===== config.mk =====
export PLATFORM = sky130hd
export DESIGN_NAME = multicycle_ctrl
export DESIGN_NICKNAME = d
export VERILOG_FILES = /design/src/rtl/multicycle_ctrl_pkg.sv /design/src/rtl/multicycle_ctrl_cond.sv /design/src/rtl/multicycle_ctrl.sv
export SDC_FILE = /design/constraint.sdc
export NUM_CORES = 1
export LEC_CHECK = 0
export BUFFER_PORTS_ARGS = -buffer_cell sky130_fd_sc_hd__buf_2
export CORE_MARGIN = 3
export CORE_UTILIZATION = 40
export CTS_CLUSTER_SIZE = 28
export DETAILED_ROUTE_END_ITERATION = 8
export PLACE_DENSITY = 0.69
export SYNTH_ARGS = -nofsm -noshare
export SYNTH_HDL_FRONTEND = slang
export SYNTH_SLANG_ARGS = --single-unit

===== constraint.sdc =====
create_clock -name clk -period 2.4 [get_ports clk]
set_clock_uncertainty 0.2 [all_clocks]
set_input_delay 0.48 -clock clk [delete_from_list [all_inputs] [get_ports clk]]
set_output_delay 0.48 -clock clk [all_outputs]
set_load 0.01 [all_outputs]

===== src/rtl/multicycle_ctrl_pkg.sv =====
// rtl/multicycle_ctrl_pkg.sv - shared encodings for the multicycle controller
package multicycle_ctrl_pkg;

    typedef enum logic [3:0] {
        S_FETCH   = 4'd0,
        S_DECODE  = 4'd1,
        S_MEMADR  = 4'd2,
        S_MEMRD   = 4'd3,
        S_MEMWB   = 4'd4,
        S_MEMWR   = 4'd5,
        S_EXECR   = 4'd6,
        S_EXECI   = 4'd7,
        S_ALUWB   = 4'd8,
        S_BRANCH  = 4'd9,
        S_UNKNOWN = 4'd10
    } state_t;

    localparam logic [1:0] OP_DP  = 2'b00;
    localparam logic [1:0] OP_MEM = 2'b01;
    localparam logic [1:0] OP_BR  = 2'b10;

    localparam logic [1:0] ALU_ADD = 2'b00;
    localparam logic [1:0] ALU_SUB = 2'b01;
    localparam logic [1:0] ALU_AND = 2'b10;
    localparam logic [1:0] ALU_ORR = 2'b11;

    localparam logic [3:0] CMD_ADD = 4'b0100;
    localparam logic [3:0] CMD_SUB = 4'b0010;
    localparam logic [3:0] CMD_AND = 4'b0000;
    localparam logic [3:0] CMD_ORR = 4'b1100;

    localparam logic [3:0] COND_EQ = 4'b0000;
    localparam logic [3:0] COND_NE = 4'b0001;
    localparam logic [3:0] COND_CS = 4'b0010;
    localparam logic [3:0] COND_CC = 4'b0011;
    localparam logic [3:0] COND_MI = 4'b0100;
    localparam logic [3:0] COND_PL = 4'b0101;
    localparam logic [3:0] COND_VS = 4'b0110;
    localparam logic [3:0] COND_VC = 4'b0111;
    localparam logic [3:0] COND_HI = 4'b1000;
    localparam logic [3:0] COND_LS = 4'b1001;
    localparam logic [3:0] COND_GE = 4'b1010;
    localparam logic [3:0] COND_LT = 4'b1011;
    localparam logic [3:0] COND_GT = 4'b1100;
    localparam logic [3:0] COND_LE = 4'b1101;
    localparam logic [3:0] COND_AL = 4'b1110;
    localparam logic [3:0] COND_NV = 4'b1111;

endpackage


===== src/rtl/multicycle_ctrl_cond.sv =====
// rtl/multicycle_ctrl_cond.sv - NZCV flag register and condition evaluation
module cond_logic
    import multicycle_ctrl_pkg::*;
(
    input  logic       clk,
    input  logic       reset,
    input  logic [3:0] i_cond,
    input  logic [3:0] i_alu_flags,
    input  logic [1:0] i_flag_w,
    output logic       o_cond_ex_d
);

    logic [3:0] r_flags;
    logic       r_cond_ex_d;
    logic       w_cond_ex;
    logic       w_n, w_z, w_c, w_v;

    assign {w_n, w_z, w_c, w_v} = r_flags;
    assign o_cond_ex_d = r_cond_ex_d;

    // Evaluate the instruction condition against the currently stored flags
    always_comb begin
        w_cond_ex = 1'b0;
        case (i_cond)
            COND_EQ: w_cond_ex = w_z;
            COND_NE: w_cond_ex = ~w_z;
            COND_CS: w_cond_ex = w_c;
            COND_CC: w_cond_ex = ~w_c;
            COND_MI: w_cond_ex = w_n;
            COND_PL: w_cond_ex = ~w_n;
            COND_VS: w_cond_ex = w_v;
            COND_VC: w_cond_ex = ~w_v;
            COND_HI: w_cond_ex = w_c & ~w_z;
            COND_LS: w_cond_ex = ~(w_c & ~w_z);
            COND_GE: w_cond_ex = (w_n == w_v);
            COND_LT: w_cond_ex = (w_n != w_v);
            COND_GT: w_cond_ex = ~w_z & (w_n == w_v);
            COND_LE: w_cond_ex = ~(~w_z & (w_n == w_v));
            COND_AL: w_cond_ex = 1'b1;
            default: w_cond_ex = 1'b0;
        endcase
    end

    // Flag halves update only when requested and the condition passes; CondEx is delayed one cycle for the write-back states
    always_ff @(posedge clk) begin
        if (reset) begin
            r_flags     <= 4'b0000;
            r_cond_ex_d <= 1'b0;
        end else begin
            if (i_flag_w[1] && w_cond_ex) r_flags[3:2] <= i_alu_flags[3:2];
            if (i_flag_w[0] && w_cond_ex) r_flags[1:0] <= i_alu_flags[1:0];
            r_cond_ex_d <= w_cond_ex;
        end
    end

endmodule


===== src/rtl/multicycle_ctrl.sv =====
// rtl/multicycle_ctrl.sv - multicycle ARM-style controller: main FSM, ALU and instruction decoders
module multicycle_ctrl
    import multicycle_ctrl_pkg::*;
(
    input  logic       clk,
    input  logic       reset,
    input  logic [3:0] Cond,
    input  logic [1:0] Op,
    input  logic [5:0] Funct,
    input  logic [3:0] ALUFlags,
    output logic       PCWrite,
    output logic       MemWrite,
    output logic       RegWrite,
    output logic       IRWrite,
    output logic       AdrSrc,
    output logic [1:0] ALUSrcA,
    output logic [1:0] ALUSrcB,
    output logic [1:0] ResultSrc,
    output logic [1:0] ImmSrc,
    output logic [1:0] RegSrc,
    output logic [1:0] ALUControl
);

    state_t     r_state;
    state_t     w_next;
    logic       w_next_pc, w_reg_w, w_mem_w, w_branch, w_alu_op;
    logic [1:0] w_flag_w;
    logic       w_cond_ex_d;
    logic [3:0] w_cmd;

    assign w_cmd = Funct[4:1];

    // State register
    always_ff @(posedge clk) begin
        if (reset) r_state <= S_FETCH;
        else       r_state <= w_next;
    end

    // Next-state and Moore control outputs
    always_comb begin
        w_next    = r_state;
        w_next_pc = 1'b0;
        w_reg_w   = 1'b0;
        w_mem_w   = 1'b0;
        w_branch  = 1'b0;
        w_alu_op  = 1'b0;
        IRWrite   = 1'b0;
        AdrSrc    = 1'b0;
        ALUSrcA   = 2'b00;
        ALUSrcB   = 2'b00;
        ResultSrc = 2'b00;
        case (r_state)
            S_FETCH: begin
                w_next = S_DECODE;
                IRWrite = 1'b1; w_next_pc = 1'b1;
                ALUSrcA = 2'b01; ALUSrcB = 2'b10; ResultSrc = 2'b10;
            end
            S_DECODE: begin
                ALUSrcA = 2'b01; ALUSrcB = 2'b10; ResultSrc = 2'b10;
                case (Op)
                    OP_MEM:  w_next = S_MEMADR;
                    OP_DP:   w_next = Funct[5] ? S_EXECI : S_EXECR;
                    OP_BR:   w_next = S_BRANCH;
                    default: w_next = S_UNKNOWN;
                endcase
            end
            S_MEMADR: begin
                w_next = Funct[0] ? S_MEMRD : S_MEMWR;
                ALUSrcB = 2'b01;
            end
            S_MEMRD: begin
                w_next = S_MEMWB;
                AdrSrc = 1'b1;
            end
            S_MEMWB: begin
                w_next = S_FETCH;
                ResultSrc = 2'b01; w_reg_w = 1'b1;
            end
            S_MEMWR: begin
                w_next = S_FETCH;
                AdrSrc = 1'b1; w_mem_w = 1'b1;
            end
            S_EXECR: begin
                w_next = S_ALUWB;
                w_alu_op = 1'b1;
            end
            S_EXECI: begin
                w_next = S_ALUWB;
                ALUSrcB = 2'b01; w_alu_op = 1'b1;
            end
            S_ALUWB: begin
                w_next = S_FETCH;
                w_reg_w = 1'b1;
            end
            S_BRANCH: begin
                w_next = S_FETCH;
                ALUSrcA = 2'b10; ALUSrcB = 2'b01; ResultSrc = 2'b10; w_branch = 1'b1;
            end
            default: w_next = S_FETCH;
        endcase
    end

    // ALU decoder: operation select and which flag halves the instruction may update
    always_comb begin
        ALUControl = ALU_ADD;
        w_flag_w   = 2'b00;
        if (w_alu_op) begin
            case (w_cmd)
                CMD_ADD: ALUControl = ALU_ADD;
                CMD_SUB: ALUControl = ALU_SUB;
                CMD_AND: ALUControl = ALU_AND;
                CMD_ORR: ALUControl = ALU_ORR;
                default: ALUControl = ALU_ADD;
            endcase
            w_flag_w[1] = Funct[0];
            w_flag_w[0] = Funct[0] & ((w_cmd == CMD_ADD) | (w_cmd == CMD_SUB));
        end
    end

    assign ImmSrc = Op;
    assign RegSrc = {(Op == OP_MEM), (Op == OP_BR)};

    cond_logic u_cond (
        .clk         (clk),
        .reset       (reset),
        .i_cond      (Cond),
        .i_alu_flags (ALUFlags),
        .i_flag_w    (w_flag_w),
        .o_cond_ex_d (w_cond_ex_d)
    );

    assign RegWrite = w_reg_w & w_cond_ex_d;
    assign MemWrite = w_mem_w & w_cond_ex_d;
    assign PCWrite  = w_next_pc | (w_branch & w_cond_ex_d);

endmodule


After elaboration in Yosys (flattened, before gate mapping) --
Index checks and enable logic that the tools add are counted.
Storage, ports and cells: input bits 18, flip-flop bits (word level) 9
Cells by class: reduce and logical (&&, ||, !) cells 12, multiplexer cells 17, eq/ne operators 30, bitwise logic cells 14
Operators by type and width (number):
- 4-bit == test (second input constant) | 10
- 4-bit by 3-bit == test with 1-bit output (second input constant) | 9
- 4-bit by 2-bit == test with 1-bit output (second input constant) | 5
- 4-bit one-hot mux with 5 select lines | 1
- 1-bit one-hot mux with 15 select lines | 1
- 4-bit zero test | 3
- 2-bit one-hot mux with 2 select lines | 3
- 4-bit one-hot mux with 3 select lines | 1
- 4-bit by 1-bit == test with 1-bit output (second input constant) | 2
- 2-bit OR reduction | 4
- 1-bit two-way mux | 7
- 1-bit AND | 6
- 1-bit NOT | 6
- 2-bit one-hot mux with 3 select lines | 1
- 3-bit OR reduction | 2
- 2-bit two-way mux | 2
- 3-bit two-way mux | 1
- 2-bit by 1-bit == test with 1-bit output (second input constant) | 1
- 2-bit == test (second input constant) | 1
- 1-bit logical AND | 2
- 2-bit zero test | 1
- 1-bit bitwise OR | 2
- 1-bit == test | 1
- 1-bit != test | 1

Logic depth before layout (Yosys ltp) --
depth in word-level cells 5, depth in mapped cells 7

Hierarchy --
From an unflattened synthesis, not the netlist that was laid out.
Second synthesis, totals: cells, all modules 111, area, all modules 868.3 um^2
By module, submodules not included:
- multicycle_ctrl | instances 1, area an instance 440.4 um^2, cells an instance 58
- cond_logic | instances 1, area an instance 427.9 um^2, cells an instance 53

Worst setup path before layout --
No wires, ideal clock.
kind input-to-reg, start point input port Cond[0], end point register u_cond.r_flags[0], stages 7, setup slack 0.386 ns, required time 2.075 ns, data arrival time 1.689 ns, buffers on the path 1, cells stage by stage buf_2 > nor3b_1 > a221oi_1 > o211ai_1 > a221oi_2 > nor3_2 > mux2i_1
Between the ends: word-level cells in the longest chain between the ends 3, elaborated cells between the ends (all ways) 17, those cells by class 14 x eq/ne; 1 x mux; 2 x reduce/logical
RTL lines:
- start: declaration | RTL line multicycle_ctrl.sv:7 | input logic [3:0] Cond,
- 4-bit == test, or another cell as far along | RTL line multicycle_ctrl_cond.sv:24 | case (i_cond)
- 1-bit one-hot mux with 15 select lines * | RTL line multicycle_ctrl_cond.sv:24
- 1-bit logical AND * | RTL line multicycle_ctrl_cond.sv:51 | if (i_flag_w[0] && w_cond_ex) r_flags[1:0] <= i_alu_flags[1:0];
- end signal: assignment | RTL line multicycle_ctrl_cond.sv:51
- end: declaration | RTL line multicycle_ctrl_cond.sv:13 | logic [3:0] r_flags;
Every way passes the cells marked *; elsewhere a longest branch is shown, timed or not. A chain may end at the register's enable or synchronous reset.

Worst setup path in the final report --
start point register r_state[1], end point output port ALUControl[1]
Between the ends: word-level cells in the longest chain between the ends 4, elaborated cells between the ends (all ways) 5, those cells by class 2 x eq/ne; 2 x mux; 1 x reduce/logical
RTL lines:
- start: declaration | RTL line multicycle_ctrl.sv:24 | state_t r_state;
- start signal: assignment | RTL line multicycle_ctrl.sv:36 | else r_state <= w_next;
- 4-bit by 3-bit == test with 1-bit output | RTL line multicycle_ctrl.sv:52 | case (r_state)
- 2-bit OR reduction (no line) *
- 1-bit two-way mux * | RTL line multicycle_ctrl.sv:52
- 2-bit two-way mux * | RTL line multicycle_ctrl.sv:107 | if (w_alu_op) begin
- end: declaration | RTL line multicycle_ctrl.sv:21 | output logic [1:0] ALUControl
Marks and branches as above.

==> flow_metrics.tcl <==
set metrics [dict create \
    use_met3 0.0623 \
    multiInputGateArea_um2 566 \
    synth_fp_nets 123 \
    synth_edf_count 0 \
    cts_root_buffer "clkbuf_4" \
    cp.arrival_ns 1.58 \
    hold_start "ALUFlags[0]" \
    synthArstFlopShare 0 \
    antenna_cells 0 \
    final_cell_count_no_fill 160 \
    maxSlewHeadroom 0.728 \
    critPathMaxFanout 12 \
    row_count 15 \
    clk_path_buf_depth 2 \
    drive_above_1_share 0.348 \
    yosys.area.top_type "dfxtp_1" \
    final_cell_mix "buf_2, nand2_1, nand2b_1, nor2_1, dfxtp_1" \
    ctsHoldBuffers 0 \
    core_area_mm2 0.00180 \
    fin_ws_ns 0.139 \
    wire_per_inst_um 11.3 \
    use_met1 0.217 \
    ys_ff_latch 9 \
    ys_seq_area_frac 0.225 \
    ir_drop_mv 0.385 \
    drc 0 \
    drt_iter0_drc 12 \
    ant_nets 0 \
    final_common_cell "buf_2" \
    hpwl_um 1400 \
    rsz0062_at_grt "false" \
    synthTopCellsByArea "dfxtp_1, xnor2_1, nand2b_1, mux2i_1, nor2b_1" \
    fin_crit_sh 0.942 \
    nNetsFinal 154 \
    cts_tree "done" \
    fillers 194 \
    syn_area_per_cell_um2 7.64 \
    via_count 801 \
    numCtsBuffers 3 \
    setup_viol 0 \
    grt_pass1_wl_um 3070 \
    cp.required_ns 1.72 \
    cts_setup_buffers 0 \
    placed_cells_incl_taps 156 \
    drv_cap 0 \
    outcome "finished clean" \
    critPathLaunch "r_state[1]" \
    htree_levels 1 \
    critPathKind "reg -> out" \
    synthFlopType "dfxtp_1" \
    post-synth-top-area-fraction 0.225 \
    grt-ovfl-total 0 \
    clkLatencyLatePin_ns 0.27 \
    area_growth_pct 24.5 \
    top_usage_layer "met2" \
    seq_area_um2 183 \
    slew_viol_final 0 \
    wirelength_um 1810 \
    power.leakage_nw 0.416 \
    cts.sinks 9 \
    r2r_start "r_state[1]" \
    syn-instance-count 105 \
    start_util 0.445 \
    clk_pin_slew_ns 0.06 \
    die_h_um 50.8 \
    die_w_um 50.8 \
    use_met2 0.220 \
    grt_antenna_before_repair 0 \
    max_freq_mhz 442 \
    yosysWarnings 0 \
    syn_area_um2 802 \
    via_per_inst 5.01 \
    portBuffers 34 \
    synthDistinctLibCells 35 \
    post-place-ws_ns 0.148 \
    grt_pass1_vias 707 \
    dieArea_mm2 0.00258 \
    timing.final.hold_violations 0 \
    fin_crit_ns 2.26 \
    place.gp.congestion 0.695 \
    first_pass_iters 4 \
    endpoint_kind "primary output" \
    worst_slew_pin_slew_ns 0.408 \
    grt_max_degree 14 \
    crit_path_start_kind "flip-flop" \
    io_pins 35 \
    p_per_area_mw_per_mm2 433 \
    hold_class "in -> reg" \
    setup_tns_ns 0 \
    grt_usage 0.154 \
]
[cell type report]
cell class	instances	share of cell area
sequential	9	0.183
timing repair buffer	35	0.178
clock buffer	4	0.0263
inverter	4	0.0150
tap	25	0.0313
multi-input combinational	83	0.566
[worst max-delay path, cell delays in order, from the launching register on]
cell and delay (ns):
dfxtp_2 0.47, nand2_1 0.14, or3_1 0.37, nor3_1 0.18, buf_2 0.16
[synthesized netlist by cell type (all sizes together) (2+ instances only)]
cell type / number
and4bb: 2
nand3b: 3
nor3: 5
buf: 5
mux2i: 4
o211ai: 2
a31oi: 2
dfxtp: 9
nor2b: 6
or3: 4
xnor2: 6
nand2b: 8
a221oi: 3
o21ai: 3
nor2: 7
nor3b: 2
a21oi: 4
nand2: 9
nor4: 2
clkbuf: 4
inv: 4
nor4b: 3
[power breakdown]
part	switching [mW]	internal [mW]	leakage [nW]
Combinational	0.0694	0.0677	0.327
Sequential	0.0161	0.158	0.0740
Clock	0.0571	0.0643	0.0150
[metal layers]
| layer | routed length, um | share of wire |
|---|---|---|
| met1 | 914 | 0.50 |
| met2 | 790 | 0.44 |
| met3 | 104 | 0.057 |
| met4 | 0 | 0 |
| met5 | 0 | 0 |
[logic make-up after synthesis]
logic type	after synthesis	synth area share
DFF	9	0.225
and+or+nand+nor	55	0.429
muxes	4	0.0499
AOI/OAI and AO/OA	17	0.147
xor gates and xnor gates	7	0.0764
buffers and inverters	13	0.0733
[flip-flops by register name (all words and copies together), names as in the netlist]
name and flops:
r_state 4, u_cond.o_cond_ex_d 1, u_cond.r_flags 4
[path summary, 6_finish.rpt]
check        slack, ns           endpoint  cells after the start
max               0.14      ALUControl[1]                      4
min               0.27  u_cond.r_flags[0]                      3
max reg2reg       0.35  u_cond.r_flags[0]                      5
min reg2reg       0.34         r_state[0]                      1
[per-stage QoR]
step | power (mW) | area [um^2] | hold WS, ns | util
finish | 0.433 | 998 | 0.270 | 0.554
global route | 0.466 | 998 | 0.275 | 0.554
CTS | 0.433 | 995 | 0.273 | 0.552
detailed placement | 0.313 | 967 | 0.329 | 0.537
global placement | 0.311 | 967 | 0.320 | 0.537
floorplan | 0.263 | 802 | 0.283 | -
[what timing repair did]
action | in CTS | in global routing
gates resized for setup | 1 | 2
pin swaps | 0 | 0
setup endpoints to repair | 1 | 3
(Power assumes the default switching activity.)
